--- src/rtl/random_pkg.sv ---
// -----------------------------------------------------------------------------
// random_pkg
// Shared definitions for the random_gen move source:
//   - one-hot FSM state codes (INI / READY / DRAW / DONE)
//   - Galois LFSR tap masks for the supported widths (8, 16, 32)
//   - lfsr_taps(width)        : tap mask for a given LFSR width
//   - lfsr_step(width, value) : one right-shift Galois step
// -----------------------------------------------------------------------------
package random_pkg;

    localparam logic [3:0] ST_INI_OH   = 4'b0001;
    localparam logic [3:0] ST_READY_OH = 4'b0010;
    localparam logic [3:0] ST_DRAW_OH  = 4'b0100;
    localparam logic [3:0] ST_DONE_OH  = 4'b1000;

    typedef enum logic [3:0] {
        ST_INI   = ST_INI_OH,
        ST_READY = ST_READY_OH,
        ST_DRAW  = ST_DRAW_OH,
        ST_DONE  = ST_DONE_OH
    } state_e;

    // Maximal-length right-shift Galois masks.
    localparam logic [31:0] TAPS_8  = 32'h0000_00B8;
    localparam logic [31:0] TAPS_16 = 32'h0000_B400;
    localparam logic [31:0] TAPS_32 = 32'hA300_0000;

    function automatic logic [31:0] lfsr_taps(input int unsigned width);
        logic [31:0] taps;
        case (width)
            8:       taps = TAPS_8;
            32:      taps = TAPS_32;
            default: taps = TAPS_16;
        endcase
        return taps;
    endfunction

    // The shifted-out bit decides whether the tap mask is folded back in.
    function automatic logic [31:0] lfsr_step(input int unsigned width,
                                              input logic [31:0] value);
        logic [31:0] nxt;
        nxt = value >> 1;
        if (value[0]) begin
            nxt = nxt ^ lfsr_taps(width);
        end
        return nxt;
    endfunction

endpackage

--- src/rtl/random_lfsr.sv ---
// -----------------------------------------------------------------------------
// random_lfsr
// LFSR state register for random_gen: Galois step, entropy mixing, seed load
// and zero guard (a zero next value is replaced by the default seed so the
// generator can never lock up).
// Ports:
//   clk_i      system clock
//   rst_ni     synchronous reset, active low (loads init_i)
//   init_i     value loaded during reset
//   step_en_i  advance the LFSR this cycle
//   seed_ld_i  load seed_i instead of stepping (has priority)
//   seed_i     seed value
//   mix_en_i   xor mix_i into the stepped value
//   mix_i      entropy word
//   cand_o     low MOVE_W bits of the LFSR (draw candidate)
// -----------------------------------------------------------------------------
module random_lfsr
    import random_pkg::*;
#(
    parameter int                LFSR_W   = 16,
    parameter int                MOVE_W   = 2,
    parameter logic [LFSR_W-1:0] SEED_DEF = 16'hACE1
) (
    input  logic              clk_i,
    input  logic              rst_ni,
    input  logic [LFSR_W-1:0] init_i,
    input  logic              step_en_i,
    input  logic              seed_ld_i,
    input  logic [LFSR_W-1:0] seed_i,
    input  logic              mix_en_i,
    input  logic [LFSR_W-1:0] mix_i,
    output logic [MOVE_W-1:0] cand_o
);

    logic [LFSR_W-1:0] lfsr_q;
    logic [LFSR_W-1:0] lfsr_d;
    logic [LFSR_W-1:0] pre_guard;
    logic [LFSR_W-1:0] init_guarded;

    always_comb begin
        pre_guard = lfsr_q;
        if (seed_ld_i) begin
            pre_guard = seed_i;
        end else if (step_en_i) begin
            pre_guard = LFSR_W'(lfsr_step(LFSR_W, 32'(lfsr_q)));
            if (mix_en_i) begin
                pre_guard = pre_guard ^ mix_i;
            end
        end
        lfsr_d = (pre_guard == '0) ? SEED_DEF : pre_guard;
    end

    assign init_guarded = (init_i == '0) ? SEED_DEF : init_i;

    always_ff @(posedge clk_i) begin
        if (!rst_ni) begin
            lfsr_q <= init_guarded;
        end else begin
            lfsr_q <= lfsr_d;
        end
    end

    assign cand_o = lfsr_q[MOVE_W-1:0];

endmodule

--- src/rtl/random_gen.sv ---
// -----------------------------------------------------------------------------
// random_gen
// Pseudo-random move source for the CPU opponent. A free-running Galois LFSR,
// perturbed by player-input change events, is sampled by rejection into
// 0..NUM_MOVES-1 and delivered over a Req / Valid / Ack handshake.
// Optional build macro: RANDOM_NOREPEAT_EN -- keeps the last two delivered
// moves and refuses a third identical move in a row.
// Ports:
//   Clk      system clock
//   Reset    synchronous reset, active low
//   I        player input (entropy source)
//   Req      draw request (level, sampled in READY)
//   Ack      consumer accepts Move (DONE -> READY)
//   Seed_Ld  load Seed into the LFSR (priority over Req)
//   Seed     seed value
//   Move     drawn move, stable while Valid
//   Valid    Move valid, held until Ack
//   Busy     high while drawing
//   q_Ini, q_Ready, q_Draw, q_Done  one-hot state bits
// -----------------------------------------------------------------------------
module random_gen
    import random_pkg::*;
#(
    parameter int          LFSR_W       = 16,
    parameter int          IN_W         = 2,
    parameter int          CNT_W        = 4,
    parameter int          NUM_MOVES    = 3,
    parameter int          MOVE_W       = 2,
    parameter int          MAX_TRIES    = 8,
    parameter logic [31:0] SEED_DEFAULT = 32'h0000_ACE1
) (
    input  logic              Clk,
    input  logic              Reset,
    input  logic [IN_W-1:0]   I,
    input  logic              Req,
    input  logic              Ack,
    input  logic              Seed_Ld,
    input  logic [LFSR_W-1:0] Seed,
    output logic [MOVE_W-1:0] Move,
    output logic              Valid,
    output logic              Busy,
    output logic              q_Ini,
    output logic              q_Ready,
    output logic              q_Draw,
    output logic              q_Done
);

    localparam int                TRY_W  = (MAX_TRIES > 1) ? $clog2(MAX_TRIES) : 1;
    localparam logic [LFSR_W-1:0] SEED_W = LFSR_W'(SEED_DEFAULT);

    state_e            state_q, state_d;
    logic [TRY_W-1:0]  tries_q, tries_d;
    logic [MOVE_W-1:0] move_q, move_d;
    logic [CNT_W-1:0]  ev_cnt_q;
    logic [IN_W-1:0]   i_prev_q;

    logic              in_event;
    logic [CNT_W-1:0]  ev_cnt_new;
    logic [MOVE_W-1:0] cand;
    logic              in_range;
    logic              cand_rep;
    logic              fb_rep;
    logic              last_try;
    logic [MOVE_W-1:0] fb_raw;
    logic [MOVE_W-1:0] fb_move;

    // Entropy: every change of I bumps the event counter and is mixed in.
    assign in_event   = (I != i_prev_q);
    assign ev_cnt_new = ev_cnt_q + CNT_W'(1);

    random_lfsr #(
        .LFSR_W   (LFSR_W),
        .MOVE_W   (MOVE_W),
        .SEED_DEF (SEED_W)
    ) u_lfsr (
        .clk_i     (Clk),
        .rst_ni    (Reset),
        .init_i    (SEED_W ^ LFSR_W'(I)),
        .step_en_i (state_q != ST_INI && !Seed_Ld),
        .seed_ld_i (state_q != ST_INI && Seed_Ld),
        .seed_i    (Seed),
        .mix_en_i  (in_event),
        .mix_i     (LFSR_W'({ev_cnt_new, I})),
        .cand_o    (cand)
    );

    assign in_range = (int'(cand) < NUM_MOVES);
    assign last_try = ((int'(tries_q) + 1) == MAX_TRIES);
    // Out-of-range candidates fold back by subtraction; because NUM_MOVES is
    // more than half the code space the result is always a legal move.
    assign fb_raw   = in_range ? cand : MOVE_W'(int'(cand) - NUM_MOVES);
    assign fb_move  = !fb_rep ? fb_raw :
                      ((int'(fb_raw) + 1 == NUM_MOVES) ? '0 : fb_raw + MOVE_W'(1));

`ifdef RANDOM_NOREPEAT_EN
    logic [MOVE_W-1:0] hist0_q, hist1_q;
    logic              hist_one_q, hist_full_q;

    assign cand_rep = hist_full_q && (cand == hist0_q) && (cand == hist1_q);
    assign fb_rep   = hist_full_q && (fb_raw == hist0_q) && (fb_raw == hist1_q);

    always_ff @(posedge Clk) begin
        if (!Reset) begin
            hist0_q     <= '0;
            hist1_q     <= '0;
            hist_one_q  <= 1'b0;
            hist_full_q <= 1'b0;
        end else if (state_q == ST_DRAW && state_d == ST_DONE) begin
            hist1_q     <= hist0_q;
            hist0_q     <= move_d;
            hist_one_q  <= 1'b1;
            hist_full_q <= hist_one_q;
        end
    end
`else
    assign cand_rep = 1'b0;
    assign fb_rep   = 1'b0;
`endif

    always_comb begin
        state_d = state_q;
        tries_d = tries_q;
        move_d  = move_q;
        case (state_q)
            ST_INI: begin
                state_d = ST_READY;
            end
            ST_READY: begin
                if (Req && !Seed_Ld) begin
                    state_d = ST_DRAW;
                    tries_d = '0;
                end
            end
            ST_DRAW: begin
                if (in_range && !cand_rep) begin
                    move_d  = cand;
                    state_d = ST_DONE;
                end else if (last_try) begin
                    move_d  = fb_move;
                    state_d = ST_DONE;
                end else begin
                    tries_d = tries_q + TRY_W'(1);
                end
            end
            ST_DONE: begin
                if (Ack) begin
                    state_d = ST_READY;
                end
            end
            default: begin
                state_d = ST_INI;
            end
        endcase
    end

    always_ff @(posedge Clk) begin
        if (!Reset) begin
            state_q  <= ST_INI;
            tries_q  <= '0;
            move_q   <= '0;
            ev_cnt_q <= '0;
            i_prev_q <= I;
        end else begin
            state_q <= state_d;
            tries_q <= tries_d;
            move_q  <= move_d;
            if (in_event) begin
                i_prev_q <= I;
                ev_cnt_q <= ev_cnt_new;
            end
        end
    end

    assign Move    = move_q;
    assign q_Ini   = (state_q == ST_INI);
    assign q_Ready = (state_q == ST_READY);
    assign q_Draw  = (state_q == ST_DRAW);
    assign q_Done  = (state_q == ST_DONE);
    assign Valid   = q_Done;
    assign Busy    = q_Draw;

endmodule

--- config.mk ---
export PLATFORM = sky130hd
export DESIGN_NAME = random_gen
export DESIGN_NICKNAME = d
export VERILOG_FILES = /design/src/rtl/random_pkg.sv /design/src/rtl/random_lfsr.sv /design/src/rtl/random_gen.sv
export SDC_FILE = /design/constraint.sdc
export NUM_CORES = 1
export LEC_CHECK = 0
export CAP_MARGIN = 20
export CELL_PAD_IN_SITES_DETAIL_PLACEMENT = 1
export CELL_PAD_IN_SITES_GLOBAL_PLACEMENT = 1
export CORE_UTILIZATION = 40
export CTS_CLUSTER_DIAMETER = 150
export CTS_CLUSTER_SIZE = 16
export DETAILED_ROUTE_END_ITERATION = 16
export PLACE_DENSITY = 0.93
export SLEW_MARGIN = 10
export SYNTH_ARGS = -nofsm -noshare
export SYNTH_HDL_FRONTEND = slang
export SYNTH_SLANG_ARGS = --single-unit
--- constraint.sdc ---
create_clock -name Clk -period 4 [get_ports Clk]
set_clock_uncertainty 0.2 [all_clocks]
set_input_delay 0.6 -clock Clk [delete_from_list [all_inputs] [get_ports Clk]]
set_output_delay 0.6 -clock Clk [all_outputs]
set_load 0.05 [all_outputs]
Word-level counts from Yosys, hierarchy flattened

Index checks and enable logic that the tools add are counted.
Widths: inputs -> output; s select.

Output and inout bits: 8
Bits in read-only memories: 0
Bits in latches: 0
Flip-flop bits (word level): 31
Memory bits (writable): 0
Memories kept: 0
Logic and storage cells: 63
Input bits: 23

Equality and inequality tests: 13
Divide/modulo/power cells: 0
Bitwise operators: 3
$lt $le $gt $ge: 1
Mux-type cells: 25
Shift-type cells: 0
Reductions and logical operators: 11
$mul: 0
$add $sub $neg: 4

Operator list:

| kind                | count |
|---|---|
| $mux 16             | 12 |
| $logic_not 16->1    | 2 |
| $mux 4              | 4 |
| $pmux 4 s4          | 1 |
| $xor 15x16->16      | 1 |
| $xor 16x6->16       | 1 |
| $mux 3              | 3 |
| $eq 4x4->1 const B  | 2 |
| $mux 2              | 4 |
| $not 1->8           | 1 |
| $ne 2x2->1 const B  | 3 |
| $pmux 3 s2          | 1 |
| $add 3x1->4 const B | 1 |
| $add 4x1->4 const B | 1 |
| $eq 4x1->1 const B  | 1 |
| $eq 4x2->1 const B  | 1 |
| $eq 4x3->1 const B  | 1 |
| $ne 2x1->1 const B  | 2 |
| $ne 4x1->1 const B  | 1 |
| $reduce_and 4->1    | 1 |
| $reduce_bool 2->1   | 2 |
| $add 3x1->3 const B | 1 |
| $logic_and 1x1->1   | 3 |
| $ne 3x1->1 const B  | 1 |
| other kinds (6)     | 6 |

Depth between registers and ports, before layout

Depth in word-level cells: 15
Mapped depth: 8

By module

From an unflattened synthesis, not the netlist that was laid out.

Cells, all modules: 314
Area, all modules: 2434.8 um^2

Modules (own cells, without submodules):

| module      | area an instance (um^2) | instances | cells an instance |
|---|---|---|---|
| random_lfsr | 1515.2                  | 1         | 213 |
| random_gen  | 919.6                   | 1         | 101 |

Least setup slack after synthesis

OpenSTA, ideal clock, no wires.

Kind: reg2out
From: reg state_q[3]
To: out q_Done
Path buffers: 1
Path slack: 552 ps
Stages on the path, launching flop included: 3
Data arrival time: 2648 ps
Cell sequence: dfxtp_1 > nor4b_1 > buf_4

Longest elaborated chain between the ends: 1

Ends and longest elaborated chain:

| what                   | RTL line          | RTL |
|---|---|---|
| from (decl)            | random_gen.sv:51  | `state_e state_q, state_d;` |
| from (signal assigned) | random_gen.sv:164 | `state_q <= state_d;` |
| $eq 4x4->1             | random_gen.sv:178 | `assign q_Done = (state_q == ST_DONE);` |
| to (decl)              | random_gen.sv:45  | `output logic q_Done` |

No other way between the ends.

Worst setup path after layout

From: reg state_q[2]
To: out q_Draw

Longest elaborated chain between the ends: 1

Ends and longest elaborated chain:

| what       | RTL line          | RTL |
|---|---|---|
| $eq 4x3->1 | random_gen.sv:177 | `assign q_Draw = (state_q == ST_DRAW);` |
| to (decl)  | random_gen.sv:44  | `output logic q_Draw,` |

No other way between the ends.

==> impl_metrics.ini <==
[worst_setup_path]
start_kind = flip-flop
reg2reg_setup_slack_ns = 1.21
worst-path-max-fanout = 8
worstSetupEndpointType = output pin
worstPathRequired_ns = 3.20
worstPathArrival_ns = 2.50
critPathKind = reg -> out

[cts]
cts_buffers = 5
post_cts_buffers = 0
h-tree-depth = 2
holdBufCountCts = 0
clk_latency_ns = 0.29
cts_root_buf = clkbuf_8
post_cts_resized = 0
cts_tree = yes
max-clock-path-buffers = 2
cts_sinks = 31
clk_pin_slew_worst_paths_ns = 0.07

[job]
maxCapViolations = 0

[route]
ant_nets = 0
routed_wl_mm = 4.90
drtIter0Drc = 109
drc = 0
via_per_inst = 5.84
drt-wirelength-per-cell_um = 17.3
firstDrtPassIters = 4
vias = 1659

[floorplanning]
ios = 31
die_h_um = 68.5
die-area_um2 = 4690
initial_core_util = 0.430
die_w_um = 68.5
core_area_um2 = 4120
rows = 23

[outcome]
outcome = completed

[layout]
final_cell_mix = 30 x clkdlybuf4s50_1, 29 x dfxtp_1, 22 x nor2_1
seq_area_um2 = 641
layout_commonest_cell = clkdlybuf4s50_1
drive_above_1_share = 0.0726
area_growth_pct = 24.3
multi_input_area_um2 = 1040
nets = 258
fillerInstances = 485
antenna_cells = 0

[sta]
rsz0062_at_grt = false
slew_viol_final = 0
period_share = 0.826
totalNegativeSetupSlack_ns = 0
hold_viol_final = 0
period_needed_ns = 3.30
worst_slew_margin_rel = 0.555
max_freq_mhz = 303
setup_viol_count_final = 0
worstMarginPinSlew_ns = 0.658

[synth]
synth_top_area_cell = dfxtp_1
synth_compound_gate_area_share = 0.172
synth.mux.area_fraction = 0.0623
syn-num-nets = 231
yosys_most_used_dff = dfxtp_1
yosysSeqAreaShare = 0.362
synth.avg_cell_area_um2 = 8.58
synth_fa_ha_area_frac = 0.0142
synth_top_family_by_area = simple AND/OR/NAND/NOR gates
ys_types = 49
synth_area_um2 = 1770
ys_ff_latch = 31
synth-simple-area-share = 0.270
yosysWarningCount = 0
synth_cells = 206
synth-edff-count = 2
synth_top_area_frac = 0.328
synth_xor_area_frac = 0.0694
async_reset_ff_frac = 0
ys_top_cells_by_area = dfxtp_1 33%, mux2i_1 6.2%, nor2_1 4.7%, nand2_1 4.2%, xnor2_1 4.0%

[global_routing]
overflow = 0
grt.total_usage = 0.235
antenna_found_initial = 0
grt_pass1_wl_mm = 7.93
grt_max_degree = 23
grt_pass1_vias = 1640

[placement]
place_congestion = 0.803
io_buffers = 30
dpl.hpwl_mm = 3.44

[pwr]
powerDensity_nw_per_um2 = 449
p_leak_nw = 0.844
vdd_drop_max_v = 0.000193
p_total_mw = 0.987

[min_path]
hold_class = reg -> reg
## registers in the layout (all words and copies together) (netlist names)
signal and flops:
i_prev_q 2, ev_cnt_q 4, Move 2, tries_q 3
state_q 4, u_lfsr.lfsr_q 16
## kinds of logic (layout without fill, tap and decap cells)
group	Yosys count	after routing
xor gates and xnor gates	14	14
AOI/OAI and AO/OA	42	42
DFF	31	31
and+or+nand+nor	88	88
muxes	11	11
buffers and inverters	18	46
adders and majority gates	2	2
## worst paths after layout
check        cells after the start                end        from
max reg2reg                      9  u_lfsr.lfsr_q[15]  state_q[2]
min                              2         tries_q[2]  tries_q[2]
min reg2reg                      2         tries_q[2]  tries_q[2]
max                              3             q_Draw  state_q[2]
## stage by stage
| step | cell area, um^2 | setup slack (ns) | hold WS (ns) | std cells | utilization |
|---|---|---|---|---|---|
| after detailed placement | 2080 | 0.789 | 0.261 | 276 | 0.505 |
| final | 2200 | 0.697 | 0.267 | 284 | 0.534 |
| after floorplan | 1770 | 0.552 | 0.240 | 206 | - |
| after global routing | 2200 | 0.615 | 0.296 | 284 | 0.534 |
| after global placement | 2080 | 0.816 | 0.258 | 276 | 0.505 |
| after CTS | 2200 | 0.692 | 0.270 | 284 | 0.534 |
## worst max-delay path, cell delays in order, from the launching register on
cell             delay [ns]
dfxtp_1                0.45
or4b_2                 0.68
inv_1                  0.23
clkdlybuf4s50_1        0.85
## power breakdown
| group | leakage, nW | internal, mW | total, mW | switching [mW] |
|---|---|---|---|---|
| logic | 0.523 | 0.117 | 0.266 | 0.149 |
| registers | 0.260 | 0.352 | 0.397 | 0.0451 |
| clock network | 0.0612 | 0.201 | 0.323 | 0.122 |
## cells in the mapped netlist (all sizes together), types with 2 or more instances
cell type   n
inv         5
nor4b       3
o2111ai     4
a32oi       2
nor3        3
edfxtp      2
xnor2       8
nor3b       2
a21oi      11
nand2b      5
a211oi      3
nor2       22
xor2        6
mux2i      11
ha          2
nor2b       5
nand2      20
clkbuf      4
nand3b      2
o21ai      10
or4b        2
nor4        4
and3        3
dfxtp      29
and2        3
a221oi      2
buf         8
nand3       9
o211ai      2
## routing by layer
metal,track usage,share of wire,up-vias
met5,0,0,-
met4,0.0964,0.017,0
met3,0.0533,0.034,11
met2,0.392,0.50,30
met1,0.287,0.45,822
li1,-,-,796
## area by class of cell
class / instances / share of cell area
multi-input combinational: 157 / 0.473
inverter: 6 / 0.0103
clock inverter: 2 / 0.0159
sequential: 31 / 0.292
timing repair buffer: 32 / 0.144
clock buffer: 6 / 0.0376
tap: 50 / 0.0285
Power figures use the tool's default switching activity.
